**config.mk**
```make
export PLATFORM = sky130hd
export DESIGN_NAME = mem_ctrl
export DESIGN_NICKNAME = d
export VERILOG_FILES = /design/src/rtl/mem_ctrl_pkg.sv /design/src/rtl/mem_ctrl_byte_seq.sv /design/src/rtl/mem_ctrl.sv
export SDC_FILE = /design/constraint.sdc
export NUM_CORES = 1
export LEC_CHECK = 0
export ABC_AREA = 0
export BUFFER_PORTS_ARGS = -buffer_cell sky130_fd_sc_hd__buf_2
export CORE_ASPECT_RATIO = 0.6
export CORE_MARGIN = 2
export CORE_UTILIZATION = 35
export CTS_CLUSTER_DIAMETER = 200
export CTS_CLUSTER_SIZE = 25
export DETAILED_ROUTE_END_ITERATION = 8
export PLACE_DENSITY = 0.66
export SLEW_MARGIN = 20
export SYNTH_ARGS = -nofsm -noshare
export SYNTH_HDL_FRONTEND = slang
export SYNTH_SLANG_ARGS = --single-unit
```
**constraint.sdc**
```tcl
create_clock -name clk_in -period 9 [get_ports clk_in]
set_clock_uncertainty 0.2 [all_clocks]
set_input_delay 1.8 -clock clk_in [delete_from_list [all_inputs] [get_ports clk_in]]
set_output_delay 1.8 -clock clk_in [all_outputs]
set_load 0.02 [all_outputs]
```
**src/rtl/mem_ctrl_pkg.sv**
```systemverilog
`default_nettype none
// ============================================================================
// Module   : mem_ctrl_pkg
// Purpose  : Shared size codes, controller states, owner encoding and the
//            access-size to byte-count helper for the memory controller.
// Revision : 1.0  initial release
// ============================================================================
package mem_ctrl_pkg;

  localparam logic [1:0] c_sz_b = 2'b00;
  localparam logic [1:0] c_sz_h = 2'b01;
  localparam logic [1:0] c_sz_w = 2'b10;

  typedef enum logic [1:0] {
    ST_IDLE = 2'd0,
    ST_BUSY = 2'd1,
    ST_DONE = 2'd2
  } state_t;

  typedef enum logic {
    OWN_IF = 1'b0,
    OWN_LS = 1'b1
  } owner_t;

  // Reserved size code 11 is handled as a full word.
  function automatic logic [2:0] byte_count(input logic [1:0] size);
    case (size)
      c_sz_b:  return 3'd1;
      c_sz_h:  return 3'd2;
      default: return 3'd4;
    endcase
  endfunction

endpackage
`default_nettype wire

```
**src/rtl/mem_ctrl_byte_seq.sv**
```systemverilog
`default_nettype none
// ============================================================================
// Module   : mem_ctrl_byte_seq
// Purpose  : Byte sequencer for the RAM port: counts bytes, steps the address
//            with wrap, drives store bytes and assembles load lanes.
// Revision : 1.0  initial release
// ============================================================================
module mem_ctrl_byte_seq
  import mem_ctrl_pkg::*;
#(
  parameter int ADDR_WIDTH = 32
) (
  input  logic                  clk_in,
  input  logic                  rst_in,
  input  logic                  rdy_in,
  input  logic                  start,
  input  logic                  step,
  input  logic                  abort,
  input  logic [ADDR_WIDTH-1:0] addr,
  input  logic [1:0]            size,
  input  logic                  wr,
  input  logic [31:0]           wdata,
  input  logic [7:0]            mem_din,
  output logic [ADDR_WIDTH-1:0] mem_a,
  output logic [7:0]            mem_dout,
  output logic                  mem_wr,
  output logic                  last,
  output logic [31:0]           data
);

  logic [ADDR_WIDTH-1:0] r_base;
  logic [31:0]           r_wdata;
  logic [31:0]           r_data;
  logic [2:0]            r_n;
  logic [2:0]            r_cnt;
  logic                  r_wr;
  logic                  r_rdy_prev;
  logic [7:0]            r_din_hold;

  logic [2:0] w_cnt_inc;
  logic [1:0] w_lane;
  logic       w_more;
  logic [7:0] w_din;

  assign w_cnt_inc = r_cnt + 3'd1;
  assign w_lane    = r_cnt[1:0] - 2'd1;
  assign w_more    = (w_cnt_inc < r_n);
  // Loads finish one edge after the last byte's data returns; stores finish
  // on the edge that retires the last written byte.
  assign last      = r_wr ? (w_cnt_inc == r_n) : (r_cnt == r_n);

  // The RAM keeps reading the held address while frozen, so the byte that
  // belonged to the last active edge is parked and used on the resume edge.
  assign w_din = r_rdy_prev ? mem_din : r_din_hold;

  // Load lane assembly: lane cnt-1 receives the byte returning this cycle.
  always_comb begin
    data = r_data;
    if (!r_wr && (r_cnt != 3'd0)) begin
      data[{w_lane, 3'b000} +: 8] = w_din;
    end
  end

  // Tracks whether the previous edge was active and parks the returning byte.
  always_ff @(posedge clk_in or posedge rst_in) begin
    if (rst_in) begin
      r_rdy_prev <= 1'b1;
      r_din_hold <= 8'h00;
    end else begin
      r_rdy_prev <= rdy_in;
      if (r_rdy_prev) begin
        r_din_hold <= mem_din;
      end
    end
  end

  // Byte counter, address stepping and RAM port drive.
  always_ff @(posedge clk_in or posedge rst_in) begin
    if (rst_in) begin
      r_base   <= '0;
      r_wdata  <= 32'h0;
      r_data   <= 32'h0;
      r_n      <= 3'd0;
      r_cnt    <= 3'd0;
      r_wr     <= 1'b0;
      mem_a    <= '0;
      mem_dout <= 8'h00;
      mem_wr   <= 1'b0;
    end else if (rdy_in) begin
      if (abort) begin
        mem_wr <= 1'b0;
      end else if (start) begin
        r_base   <= addr;
        r_n      <= byte_count(size);
        r_wr     <= wr;
        r_wdata  <= wdata;
        r_cnt    <= 3'd0;
        r_data   <= 32'h0;
        mem_a    <= addr;
        mem_wr   <= wr;
        mem_dout <= wdata[7:0];
      end else if (step) begin
        r_data <= data;
        r_cnt  <= w_cnt_inc;
        if (w_more) begin
          mem_a    <= r_base + ADDR_WIDTH'(w_cnt_inc);
          mem_dout <= r_wdata[{w_cnt_inc[1:0], 3'b000} +: 8];
        end else begin
          mem_wr <= 1'b0;
        end
      end
    end
  end

endmodule
`default_nettype wire

```
**src/rtl/mem_ctrl.sv**
```systemverilog
`default_nettype none
// ============================================================================
// Module   : mem_ctrl
// Purpose  : Owner of the byte-wide RAM port. Arbitrates instruction fetch
//            and load/store requests, handles fetch flush and done pulses.
// Revision : 1.0  initial release
// ============================================================================
module mem_ctrl
  import mem_ctrl_pkg::*;
#(
  parameter int ADDR_WIDTH = 32,
  parameter int LS_FIRST   = 1
) (
  input  logic                  clk_in,
  input  logic                  rst_in,
  input  logic                  rdy_in,
  input  logic                  if_req,
  input  logic [ADDR_WIDTH-1:0] if_addr,
  input  logic                  if_flush,
  output logic                  if_done,
  output logic [31:0]           if_data,
  input  logic                  ls_req,
  input  logic                  ls_wr,
  input  logic [1:0]            ls_size,
  input  logic [ADDR_WIDTH-1:0] ls_addr,
  input  logic [31:0]           ls_wdata,
  output logic                  ls_done,
  output logic [31:0]           ls_rdata,
  input  logic [7:0]            mem_din,
  output logic [7:0]            mem_dout,
  output logic [ADDR_WIDTH-1:0] mem_a,
  output logic                  mem_wr
);

  state_t r_state;
  state_t w_state_nxt;
  owner_t r_owner;

  logic w_if_ok;
  logic w_grant_ls;
  logic w_start;
  logic w_step;
  logic w_abort;
  logic w_finish;
  logic w_seq_last;
  logic [31:0] w_seq_data;
  logic [ADDR_WIDTH-1:0] w_seq_addr;
  logic [1:0] w_seq_size;
  logic w_seq_wr;

  // A flush in the accept cycle keeps the fetch from being taken.
  assign w_if_ok    = if_req && !if_flush;
  assign w_seq_addr = w_grant_ls ? ls_addr : if_addr;
  assign w_seq_size = w_grant_ls ? ls_size : c_sz_w;
  assign w_seq_wr   = w_grant_ls && ls_wr;

  // Arbitration, flush and sequencing decisions.
  always_comb begin
    w_state_nxt = r_state;
    w_grant_ls  = 1'b0;
    w_start     = 1'b0;
    w_step      = 1'b0;
    w_abort     = 1'b0;
    w_finish    = 1'b0;
    case (r_state)
      ST_IDLE: begin
        if (ls_req && ((LS_FIRST != 0) || !w_if_ok)) begin
          w_grant_ls  = 1'b1;
          w_start     = 1'b1;
          w_state_nxt = ST_BUSY;
        end else if (w_if_ok) begin
          w_start     = 1'b1;
          w_state_nxt = ST_BUSY;
        end
      end
      ST_BUSY: begin
        if ((r_owner == OWN_IF) && if_flush) begin
          w_abort     = 1'b1;
          w_state_nxt = ST_IDLE;
        end else begin
          w_step = 1'b1;
          if (w_seq_last) begin
            w_finish    = 1'b1;
            w_state_nxt = ST_DONE;
          end
        end
      end
      ST_DONE: begin
        w_state_nxt = ST_IDLE;
      end
      default: begin
        w_state_nxt = ST_IDLE;
      end
    endcase
  end

  // State, owner and registered completion outputs.
  always_ff @(posedge clk_in or posedge rst_in) begin
    if (rst_in) begin
      r_state  <= ST_IDLE;
      r_owner  <= OWN_IF;
      if_done  <= 1'b0;
      ls_done  <= 1'b0;
      if_data  <= 32'h0;
      ls_rdata <= 32'h0;
    end else if (rdy_in) begin
      r_state <= w_state_nxt;
      if (w_start) begin
        r_owner <= w_grant_ls ? OWN_LS : OWN_IF;
      end
      if_done <= w_finish && (r_owner == OWN_IF);
      ls_done <= w_finish && (r_owner == OWN_LS);
      if (w_finish && (r_owner == OWN_IF)) begin
        if_data <= w_seq_data;
      end
      if (w_finish && (r_owner == OWN_LS)) begin
        ls_rdata <= w_seq_data;
      end
    end
  end

  mem_ctrl_byte_seq #(
    .ADDR_WIDTH(ADDR_WIDTH)
  ) u_seq (
    .clk_in  (clk_in),
    .rst_in  (rst_in),
    .rdy_in  (rdy_in),
    .start   (w_start),
    .step    (w_step),
    .abort   (w_abort),
    .addr    (w_seq_addr),
    .size    (w_seq_size),
    .wr      (w_seq_wr),
    .wdata   (ls_wdata),
    .mem_din (mem_din),
    .mem_a   (mem_a),
    .mem_dout(mem_dout),
    .mem_wr  (mem_wr),
    .last    (w_seq_last),
    .data    (w_seq_data)
  );

endmodule
`default_nettype wire

```
==> results.py <==
metrics = {
    "timing": {
        "max-slew-margin-rel_pct": 25.2,
        "final-hold-violation-count": 0,
        "fmax_ghz": 0.217,
        "worst_pin_slew_ns": 1.09,
        "slew_viol_final": 0,
        "period_share_pct": 51.1,
        "worst_hold_slack_ns": 0.283,
        "layout_setup_ws_ns": 4.40,
        "grt_setup_unrepaired": "no",
        "fin_crit_ns": 4.60,
        "totalNegativeSetupSlack_ns": 0,
        "setup_viol": 0,
    },
    "clocking": {
        "postCtsSetupBuffers": 0,
        "cts_resized": 0,
        "cts_hold_buf": 0,
        "clock-sinks": 222,
        "cts_buffer_depth": 3,
        "h-tree-depth": 1,
        "cts_root_buf": "clkbuf_16",
        "cts_tree": "done",
        "worst_skew_pair.late_latency_ns": 0.48,
        "numCtsBuffers": 12,
        "path_clk_slew_ns": 0.10,
    },
    "detailed_routing": {
        "postRouteAntennaNets": 0,
        "drt_first_pass_iters": 5,
        "drt-wirelength-per-cell_um": 18.4,
        "drc": 0,
        "drt_wl_total_um": 29800,
        "drt-initial-drc-count": 695,
        "vias": 8300,
        "via_per_inst": 5.14,
    },
    "grt": {
        "grt_pass1_wl_um": 46100,
        "grt_max_degree": 88,
        "antenna_found_initial": 3,
        "grt_usage_pct": 19.2,
        "grt_pass1_vias": 8036,
        "overflow": 0,
    },
    "synth": {
        "syn-instance-count": 1027,
        "synth_area_leaders": "dfrtp_1, nand2_1, o21ai_0, mux2_2, mux2i_1",
        "ys_seq_area_share_pct": 53.8,
        "synthArstFlopShare_pct": 100,
        "yosys-top-cells-count": "nand2_1, dfrtp_1, o21ai_0",
        "yosysWarnings": 0,
        "synth_edf_count": 0,
        "ys_ff_latch": 222,
        "yosys.area.top_type": "dfrtp_1",
        "syn_area_mm2": 0.0103,
        "yosysUniqueCellTypes": 62,
        "syn_avg_cell_area_um2": 10.0,
        "synth_top_area_share_pct": 53.6,
        "synth.most_common_cell": "nand2_1",
        "synthFlopType": "dfrtp_1",
        "syn-num-nets": 1152,
    },
    "die": {
        "dieWidth_um": 226,
        "die-area_mm2": 0.0309,
        "start_util_pct": 35.7,
        "core_mm2": 0.0289,
        "ios": 220,
        "rows": 48,
        "die_y_um": 137,
    },
    "setup_path": {
        "reg2reg_slack_ns": 4.40,
        "crit_arrival_ns": 4.76,
        "r2r_cells": 9,
        "r2r_start": "u_seq.r_cnt[0]",
        "cp-start-kind": "register",
        "worst-setup-path-type": "register to register",
        "end_kind": "register",
        "rr_endpoint": "u_seq.mem_a[28]",
        "crit_required_ns": 9.16,
        "crit_fanout": 19,
    },
    "power_and_ir_drop": {
        "vdd_drop_max_v": 0.000104,
        "leakagePower_uw": 0.00602,
        "p_per_area_mw_per_mm2": 285,
    },
    "cells_and_area": {
        "fillers": 2824,
        "instances_no_fill": 1616,
        "syn2layout_area_growth_pct": 17.7,
        "drive_gt1_share_pct": 26.4,
        "nNetsFinal": 1337,
    },
    "status": {
        "outcome": "finished clean",
    },
    "hold_path": {
        "min_from": "u_seq.r_wdata[2]",
        "hold_path_end": "u_seq.r_wdata[2]",
        "min_path_cells": 2,
        "min_path_type": "register to register",
    },
    "placed_design": {
        "dp_cells": 1598,
        "gp_congestion": 0.850,
        "place_ws_ns": 4.40,
        "hpwl_um": 21400,
        "port_buffers": 219,
    },
    "job": {
        "maxCapViolCount": 0,
    },
}
flip-flops by register name, indices dropped and copies added (netlist names):
signal	count
if_data	32
ls_rdata	32
u_seq.mem_a	32
u_seq.r_base	32
u_seq.r_data	32
u_seq.r_wdata	32
u_seq.mem_dout	8
u_seq.r_din_hold	8
u_seq.r_cnt	3
u_seq.r_n	3
r_state	2
if_done	1
ls_done	1
r_owner	1
u_seq.mem_wr	1
u_seq.r_rdy_prev	1
u_seq.r_wr	1
metal layers:
metal / vias up / share of wire [%] / global-route usage, %
met5: - / 0.044 / 0
met4: 2 / 1.6 / 3.38
met3: 32 / 5.6 / 3.09
met2: 255 / 40 / 27.0
met1: 4101 / 52 / 30.9
li1: 3910 / - / -
cell type report:
| class | count | area [um2] | area share, % |
|---|---|---|---|
| Multi-Input combinational cell | 720 | 4460 | 36.7 |
| Clock inverter | 1 | 5.00 | 0.0412 |
| Sequential cell | 222 | 5560 | 45.8 |
| Antenna cell | 2 | 5.00 | 0.0412 |
| Inverter | 26 | 105 | 0.866 |
| Clock buffer | 15 | 333 | 2.74 |
| Timing Repair Buffer | 230 | 1180 | 9.71 |
| Tap cell | 400 | 500 | 4.12 |
kinds of logic (layout without fill, tap and decap cells):
group                    count (synthesis)  after routing  share of synthesized area [%]
flip-flops                             222            222                           53.8
AO/OA/AOI/OAI                          223            223                           12.9
multiplexers                            96             96                           10.9
other                                    0              2                              0
XOR/XNOR                                21             21                           1.78
buffers and inverters                   85            272                           3.44
adder cells (fa/ha/maj)                 12             12                           1.53
AND/OR/NAND/NOR                        368            368                           15.6
per-stage QoR:
stage | cell area (um2) | util [%] | total power (uW)
2_1_floorplan | 10300 | - | 2410
3_3_place_gp | 11800 | 40.8 | 2840
3_5_place_dp | 11800 | 40.8 | 2890
4_1_cts | 12100 | 42.0 | 3480
5_1_grt | 12100 | 42.0 | 3710
6_report | 12100 | 42.0 | 3460
power by group:
group / internal, uW / switching, uW / total (uW)
registers: 1270 / 237 / 1510
clock network: 264 / 329 / 593
logic: 519 / 837 / 1360
cell usage in the layout, fill, tap and decap left out, types with 11 or more instances in the layout:
cell type and n:
nand2_1 242, dfrtp_1 221, buf_2 219, o21ai_0 118, mux2_2 50, nor2_1 41, mux2i_1 37, a21oi_1 34
nand3_1 29, inv_1 25, clkbuf_16 13, xnor2_1 12, o211ai_1 11, ha_1 11, buf_4 11
worst max-delay path by stage:
stage	from	cells past startpoint	slack, ns	endpoint
after global routing	u_seq.r_cnt[0]	9	4.03	u_seq.mem_a[26]
after CTS	u_seq.r_cnt[0]	9	4.39	u_seq.mem_a[28]
after detailed placement	u_seq.r_cnt[0]	9	4.40	u_seq.mem_a[28]
final	u_seq.r_cnt[0]	9	4.40	u_seq.mem_a[28]
after floorplan	rst_in	1	0.92	if_data[0]
after global placement	u_seq.r_cnt[0]	9	4.61	u_seq.mem_a[28]
critical path, cell delays in order, from the launching register on:
cell	delay (ns)
dfrtp_1	0.87
inv_1	0.26
ha_1	0.90
inv_1	0.20
fa_1	0.47
nor2b_1	0.40
o2111ai_1	0.34
nor4_2	0.52
a311o_1	0.25
nand3_1	0.08
Note: power is estimated with default switching activity, not from simulation.
